**config.mk**
```make
export PLATFORM = sky130hd
export DESIGN_NAME = screen_draw_ctrl
export DESIGN_NICKNAME = d
export VERILOG_FILES = /design/src/rtl/screen_draw_ctrl.sv
export SDC_FILE = /design/constraint.sdc
export NUM_CORES = 1
export LEC_CHECK = 0
export CORE_ASPECT_RATIO = 0.8
export CORE_MARGIN = 2
export CORE_UTILIZATION = 36
export CTS_BUF_LIST = sky130_fd_sc_hd__clkbuf_2
export CTS_CLUSTER_DIAMETER = 60
export CTS_CLUSTER_SIZE = 24
export DETAILED_ROUTE_END_ITERATION = 16
export PLACE_DENSITY = 0.75
export REMOVE_ABC_BUFFERS = 1
export SYNTH_ARGS = -nofsm -noshare
export SYNTH_HDL_FRONTEND = slang
export SYNTH_SLANG_ARGS = --single-unit
```
**constraint.sdc**
```tcl
create_clock -name clk -period 2.6 [get_ports clk]
set_clock_uncertainty 0.15 [all_clocks]
set_input_delay 0.39 -clock clk [delete_from_list [all_inputs] [get_ports clk]]
set_output_delay 0.39 -clock clk [all_outputs]
set_load 0.03 [all_outputs]
```
**src/rtl/screen_draw_ctrl.sv**
```systemverilog
// Sequences the full-screen ROM plotters and muxes the selected plotter's pixel
// stream onto the VGA adapter, pairing each x/y with the colour the ROM returns a cycle later.
module screen_draw_ctrl #(
   parameter int N_SCREENS = 3,
   parameter int WIDTH     = 320,
   parameter int HEIGHT    = 240,
   parameter int COLOUR_W  = 6,
   parameter int TIMEOUT   = 80000
) (
   input  logic                            clk,
   input  logic                            resetn,
   input  logic                            draw_req,
   input  logic [1:0]                      screen_sel,
   input  logic [9*N_SCREENS-1:0]          src_x,
   input  logic [9*N_SCREENS-1:0]          src_y,
   input  logic [COLOUR_W*N_SCREENS-1:0]   src_colour,
   input  logic [N_SCREENS-1:0]            src_done,
   output logic [N_SCREENS-1:0]            src_en,
   output logic                            src_resetn,
   output logic [8:0]                      vga_x,
   output logic [7:0]                      vga_y,
   output logic [COLOUR_W-1:0]             vga_colour,
   output logic                            vga_plot,
   output logic                            busy,
   output logic                            draw_done,
   output logic                            err
);

   localparam int          WD_W = $clog2(TIMEOUT + 1);
   localparam logic [2:0]  NS3  = 3'(N_SCREENS);
   localparam logic [8:0]  W9   = 9'(WIDTH);
   localparam logic [8:0]  H9   = 9'(HEIGHT);
   localparam logic [WD_W-1:0] WD_LAST = WD_W'(TIMEOUT - 1);

   typedef enum logic [2:0] {IDLE, CLEAR, DRAW, FLUSH, DONE} state_t;

   state_t                  state_q;
   logic [1:0]              sel_q;
   logic [WD_W-1:0]         wd_q;
   logic                    flush_q;
   logic [N_SCREENS-1:0]    src_en_q;
   logic                    src_resetn_q, busy_q, draw_done_q, err_q;

   logic [8:0]              cur_x, cur_y;
   logic [COLOUR_W-1:0]     cur_colour;
   logic                    cur_done;

   logic                    vld_p1_d, vld_p1_q;
   logic [8:0]              x_p1_q;
   logic [7:0]              y_p1_q;
   logic                    vga_plot_q;
   logic [8:0]              vga_x_q;
   logic [7:0]              vga_y_q;
   logic [COLOUR_W-1:0]     vga_colour_q;

   always_comb begin
      cur_x      = '0;
      cur_y      = '0;
      cur_colour = '0;
      cur_done   = 1'b0;
      for (int i = 0; i < N_SCREENS; i++) begin
         if (sel_q == 2'(i)) begin
            cur_x      = src_x[9*i +: 9];
            cur_y      = src_y[9*i +: 9];
            cur_colour = src_colour[COLOUR_W*i +: COLOUR_W];
            cur_done   = src_done[i];
         end
      end
   end

   // The done cycle carries the plotter's restarted (0,0) and is dropped.
   assign vld_p1_d = (state_q == DRAW) && !cur_done && (cur_x < W9) && (cur_y < H9);

   always_ff @(posedge clk) begin
      if (!resetn) begin
         state_q      <= IDLE;
         sel_q        <= '0;
         wd_q         <= '0;
         flush_q      <= 1'b0;
         src_en_q     <= '0;
         src_resetn_q <= 1'b0;
         busy_q       <= 1'b0;
         draw_done_q  <= 1'b0;
         err_q        <= 1'b0;
      end else begin
         draw_done_q  <= 1'b0;
         err_q        <= 1'b0;
         src_resetn_q <= 1'b1;
         case (state_q)
            IDLE: begin
               if (draw_req) begin
                  if ({1'b0, screen_sel} < NS3) begin
                     sel_q        <= screen_sel;
                     state_q      <= CLEAR;
                     src_resetn_q <= 1'b0;
                     src_en_q     <= '0;
                     wd_q         <= '0;
                     busy_q       <= 1'b1;
                  end else begin
                     err_q <= 1'b1;
                  end
               end
            end
            CLEAR: begin
               state_q  <= DRAW;
               src_en_q <= N_SCREENS'(1) << sel_q;
            end
            DRAW: begin
               wd_q <= wd_q + 1'b1;
               if (cur_done) begin
                  state_q  <= FLUSH;
                  src_en_q <= '0;
                  flush_q  <= 1'b0;
               end else if (wd_q == WD_LAST) begin
                  state_q  <= FLUSH;
                  src_en_q <= '0;
                  flush_q  <= 1'b0;
                  err_q    <= 1'b1;
               end
            end
            FLUSH: begin
               if (flush_q) begin
                  state_q     <= DONE;
                  draw_done_q <= 1'b1;
               end else begin
                  flush_q <= 1'b1;
               end
            end
            DONE: begin
               state_q <= IDLE;
               busy_q  <= 1'b0;
            end
            default: state_q <= IDLE;
         endcase
      end
   end

   // Stage 1: coordinates of the pixel presented this cycle
   always_ff @(posedge clk) begin
      x_p1_q <= cur_x;
      y_p1_q <= cur_y[7:0];
   end

   // Stage 2: join stage-1 coordinates with the ROM colour arriving now
   always_ff @(posedge clk) begin
      if (!resetn) begin
         vld_p1_q     <= 1'b0;
         vga_plot_q   <= 1'b0;
         vga_x_q      <= '0;
         vga_y_q      <= '0;
         vga_colour_q <= '0;
      end else begin
         vld_p1_q     <= vld_p1_d;
         vga_plot_q   <= vld_p1_q;
         vga_x_q      <= x_p1_q;
         vga_y_q      <= y_p1_q;
         vga_colour_q <= cur_colour;
      end
   end

   assign src_en     = src_en_q;
   assign src_resetn = src_resetn_q;
   assign vga_x      = vga_x_q;
   assign vga_y      = vga_y_q;
   assign vga_colour = vga_colour_q;
   assign vga_plot   = vga_plot_q;
   assign busy       = busy_q;
   assign draw_done  = draw_done_q;
   assign err        = err_q;

endmodule

```
==> run metrics, run 1 <==
via count=2645; yosys warns=0; Setup TNS Final=0 ns; drc violations=0; die height=approximately 85 microns; CTS Buf Count=9; critical path class=reg2out; achievable frequency=just under 500 MHz; Syn Std Cell Area=slightly below 0.003 sq mm; Slew Viols, Final=0; Yosys cell types=49; largest net degree at the start of global routing=32; Final HPWL DP=5.71 mm; routed wire length per instance=roughly 14 microns; ys async rst share=0%; CP arrival=1.54 ns; Placer Congestion=0.882; final hold vios=0; register area share after synthesis=48.8%; clk buf depth=2; # port buffers=between 100 and 150; Post-synth EDFFs=0; reported max-cap violation count=0; Yosys reg bits=72; worst-path fanout max=2; status=finished clean; Largest stage delay, worst path=about 0.67 ns; Clk Tree Root Cell=clkbuf_2; worst-margin pin slew=around 0.76 ns; core area=0.00795 sq mm; Crit-path slowest cell=clkdlybuf4s50_1; synth-to-layout area growth=45.2%; DRT iter0 DRCs=slightly below 70; CTS tree=yes; Tot GR Track Use=approximately 17%; CP top delay family=buffers and inverters; n_diodes=0; # rows=29; die width=roughly 110 microns; first-pass GRT wire length=approximately 12 mm; Initial Utilization=a little under two fifths; # Post-CTS Setup Buffers=0; final wirelength=approximately 7.7 mm; class of the tightest hold or removal check=in2reg; Worst-path clk slew=around 0.20 ns; Clk Latency, worst-skew pair=~0.49 ns; CP Launch Type=register; Mapped Cells=308; DRT antenna net count=0; RSZ-0062 raised after global routing=no; final setup vio count=0; Critical Path RT=approximately 2.1 ns; Net count, final=500; post_cts resized=0; DR pass1 iterations=4; vias in the first global route=about 2600; Tmin final=2.08 ns; Power Dens Cells=~550 mW/mm^2; crit-path cells=clkdlybuf4s50_1; final period utilization=between 80% and 90%; Die ar.=0.00895 sq mm; I/O Pins=about 110; maximum VDD drop=about 0.3 mV; grt total ovfl=0; Hold Buf Count CTS=0; Leak=~1.6 nW; initial antenna violation count=0; post-DR vias/cell=just under 5; H-tree Lvls=3; clock net sink count=72; endpoint class of the critical path=output pin; Fin Hold WS=0.292 ns; Synth Flop Type=dfxtp_1; Slew Limit Headroom=about half; syn_area_per_cell=roughly 9.6 sq um; fraction of layout cells with a size suffix above 1=between 7 and 8%; WP buf/inv=1
layout make-up:
type / count / area (sq um)
Multi-Input combinational cell: 214 / 1400
Tap cell: 108 / 135
Clock inverter: 7 / 85.1
Inverter: 3 / 11.3
Clock buffer: 9 / 45.0
Timing Repair Buffer: 119 / 1170
Sequential cell: 72 / 1440
Fill cell: 744 / 3660
synth_stat cells, types with 5 or more instances:
cell type  instances  area [sq um]
o21ai_0           25           125
o211ai_1           5          37.5
mux2i_1           26           260
a21oi_1           24           120
nand2_1           19          71.3
nor2_1            21          78.8
buf_2              7          35.0
clkbuf_1           7          26.3
or3_1              8          50.1
nor3_1             5          25.0
and2_1            19           119
nand3_1            8          40.0
o2bb2ai_1          7          61.3
dfxtp_1           72          1440
kinds of logic after synthesis:
group / share of synthesized area [%]
adder cells (fa/ha/maj): 0.424
XOR/XNOR: 0.890
buffers and inverters: 3.86
AO/OA/AOI/OAI: 16.4
multiplexers: 8.81
flip-flops: 48.8
AND/OR/NAND/NOR: 20.8
layout by cell type, fill, tap and decap left out, types with 2 or more instances in the layout:
master	instances
a21oi_1	24
xnor2_1	2
o2bb2ai_1	7
o2111ai_1	2
and2_1	19
or3_1	8
o21a_1	2
inv_1	3
nor3_1	5
clkdlybuf4s50_1	110
dfxtp_1	71
o21ai_0	25
nand3_1	8
o211a_1	2
o211ai_1	5
nand2b_1	2
nand4_1	3
nand2_1	19
o31ai_1	2
clkinv_1	3
buf_4	9
and4_1	3
mux2i_1	26
clkbuf_2	9
or4_1	2
bufinv_16	2
nor2_1	21
nor3b_1	3
and3_1	2
stage by stage:
stage / std cells / total power, mW / setup WS [ns] / cell area (sq um) / utilization, %
after floorplan: 289 / 1.45 / 0.163 / 2850 / -
after global placement: 516 / 1.70 / 0.394 / 4160 / 52.3
after detailed placement: 516 / 1.71 / 0.343 / 4160 / 52.3
after CTS: 532 / 2.40 / 0.460 / 4290 / 54.0
after global routing: 532 / 2.49 / 0.398 / 4290 / 54.0
final: 532 / 2.37 / 0.519 / 4290 / 54.0
flip-flops by register name, summed over array words and instances, names as in the netlist, 2 cells and up:
register,cells
vga_x,9
y_p1_q,8
sel_q,2
vga_colour,6
state_q,3
x_p1_q,9
vga_y,8
src_en,3
wd_q,17
final timing paths:
| check | from | cells after the start | end | slack (ns) |
|---|---|---|---|---|
| hold reg to reg | x_p1_q[4]$_DFF_P_ | 1 | vga_x[4]$_SDFF_PN0_ | 0.31 |
| setup / recovery | src_en[1]$_SDFFE_PN0P_ | 1 | src_en[1] | 0.52 |
| hold / removal | src_x[11] | 3 | x_p1_q[2]$_DFF_P_ | 0.29 |
| setup reg to reg | state_q[1]$_SDFFE_PN0P_ | 3 | wd_q[11]$_SDFFE_PN0P_ | 0.58 |
where the power goes:
group / switching, mW / total, mW / internal [mW]
logic: 0.220 / 0.466 / 0.245
registers: 0.0351 / 1.21 / 1.18
clock network: 0.377 / 0.688 / 0.311
total: 0.633 / 2.37 / 1.74
metal layers:
layer,routed length (microns),track usage [%]
met1,3360,20.8
met4,82,5.09
met2,3620,28.6
met5,0,0
met3,604,7.37
No activity file was read; power rests on OpenSTA's default activity.
==> run 2, diff against run 1 <==
Clock period 2.6 ns to 2 ns, I/O delays scaled along.
==> run metrics, run 2 (synthesis gave the netlist of run 1 again) <==
critical path class=reg2out; WP buf/inv=1; maximum VDD drop=between 0.3 and 0.4 mV; Total Power=3.19 mW; Hold EP=x_p1_q[3]$_DFF_P_; worst reg-to-reg setup slack=roughly 0.21 ns; worst-path fanout max=1; Reg2Reg Depth=5; H-tree Lvls=3; achievable frequency=~520 MHz; Die ar.=around 0.0089 sq mm; reported max-cap violation count=0; final hold vios=0; Slew Viols, Final=0; # rows=29; Largest stage delay, worst path=~0.66 ns; dpl cells=roughly 530; Slew Limit Headroom=roughly three fifths; min-delay src=src_x[12]; clk buf depth=2; commonest non-fill, non-tap cell in the layout=clkdlybuf4s50_1; DR pass1 iterations=4; # port buffers=110; Initial Utilization=between 30% and 40%; routed wire length per instance=between 10 and 15 microns; via count=between 2000 and 3000; post-placement cell area=0.00423 sq mm; fraction of layout cells with a size suffix above 1=a little over a tenth; status=finished clean; final period utilization=roughly 96%; Fin Hold WS=roughly 0.2 ns; reg2reg start=sel_q[1]$_SDFFE_PN0P_; DRT iter0 DRCs=48; synth-to-layout area growth=48.9%; final setup vio count=0; Crit-path slowest cell=clkdlybuf4s50_1; endpoint class of the critical path=output pin; grt total ovfl=0; vias in the first global route=between 2000 and 3000; Clk Tree Root Cell=clkbuf_2; Layout Cells excl Fill=542; die height=about 85 microns; crit-path cells=clkdlybuf4s50_1; CTS Buf Count=9; FF-to-FF End=vld_p1_q$_SDFF_PN0_; final wirelength=between 7 and 8 mm; RSZ-0062 raised after global routing=no; setup ws final=around 0.08 ns; Net count, final=around 510; die width=between 100 and 150 microns; I/O Pins=about 110; DRT antenna net count=0; post-DR vias/cell=roughly 5; worst-margin pin slew=0.594 ns; initial antenna violation count=0; Tot GR Track Use=between 15 and 20%; number of flip-flops in the largest register=17; Post-Layout Inst Area=~0.0044 sq mm; first-pass GRT wire length=around 12 mm; Largest Register=wd_q; CTS tree=yes; largest net degree at the start of global routing=32; most frequent cells in the layout=80 x clkdlybuf4s50_1, 70 x dfxtp_1, 26 x mux2i_1; Hold Path Cell Cnt=3; Power Dens Cells=between 700 and 800 mW/mm^2; CP top delay family=buffers and inverters; Placer Congestion=0.829; worst slack, placed=-0.136 ns; CP arrival=around 1.5 ns; Leak=1.83 nW; clock net sink count=72; drc violations=0; Final HPWL DP=between 5 and 6 mm; Clk Latency, worst-skew pair=0.50 ns; Critical Path RT=around 1.6 ns; CP Launch Type=register; core area=~0.0079 sq mm; Tmin final=slightly below 2 ns; n_diodes=0; class of the tightest hold or removal check=in2reg; Worst-path clk slew=around 0.20 ns
## run 2: cell types whose count changed in the layout (fill, tap and decap cells not counted), sizes merged
cell           change
buf               +11
clkinv             -1
bufinv             +1
inv                -1
clkdlybuf4s50     -30
dlymetal6s2s      +10
dlygate4sd2       +20
## run 2: metrics by stage
stage               util, %  setup TNS [ns]
global placement       53.3          -0.110
global route           55.3               0
finish                 55.3               0
floorplan                 -           -6.16
detailed placement     53.3          -0.710
CTS                    54.9               0
## run 2: metal layers
layer | track usage, % | wire (microns)
met1 | 20.8 | 3360
met2 | 29.4 | 3610
met3 | 5.99 | 539
met4 | 6.91 | 116
met5 | 0 | 0
## run 2: worst max path at each step
stage	start	endpoint	slack, ns	cells past startpoint
2_1_floorplan	sel_q[1]$_SDFFE_PN0P_	vld_p1_q$_SDFF_PN0_	-0.44	4
3_3_place_gp	draw_req	wd_q[11]$_SDFFE_PN0P_	-0.07	5
3_5_place_dp	draw_req	wd_q[11]$_SDFFE_PN0P_	-0.14	5
4_1_cts	vga_y[1]$_SDFF_PN0_	vga_y[1]	0.002	1
5_1_grt	src_resetn$_SDFF_PN0_	src_resetn	0.003	1
6_report	src_resetn$_SDFF_PN0_	src_resetn	0.08	1
## run 2: final cells by class
cell class,count,area [sq um]
Clock buffer,9,45.0
Tap cell,108,135
Inverter,3,11.3
Multi-Input combinational cell,214,1400
Clock inverter,6,109
Sequential cell,72,1440
Timing Repair Buffer,130,1250
Fill cell,715,3550
## run 2: worst min-delay path, stage by stage
cell and delay [ns]:
clkdlybuf4s50_1 0.40, nand2_1 0.05, o21ai_0 0.07
## run 2: repair_timing
| item | in CTS | in global routing |
|---|---|---|
| setup endpoints to repair | 20 | 13 |
| buffers inserted | 0 | 1 |
| hold buffers | 0 | 0 |
| resized for setup | 20 | 11 |
| pin swaps | 0 | 1 |
## run 2: power breakdown
part / switching, mW / internal (mW)
registers: 0.0359 / 1.53
logic: 0.297 / 0.315
clock network: 0.483 / 0.531
total: 0.816 / 2.38
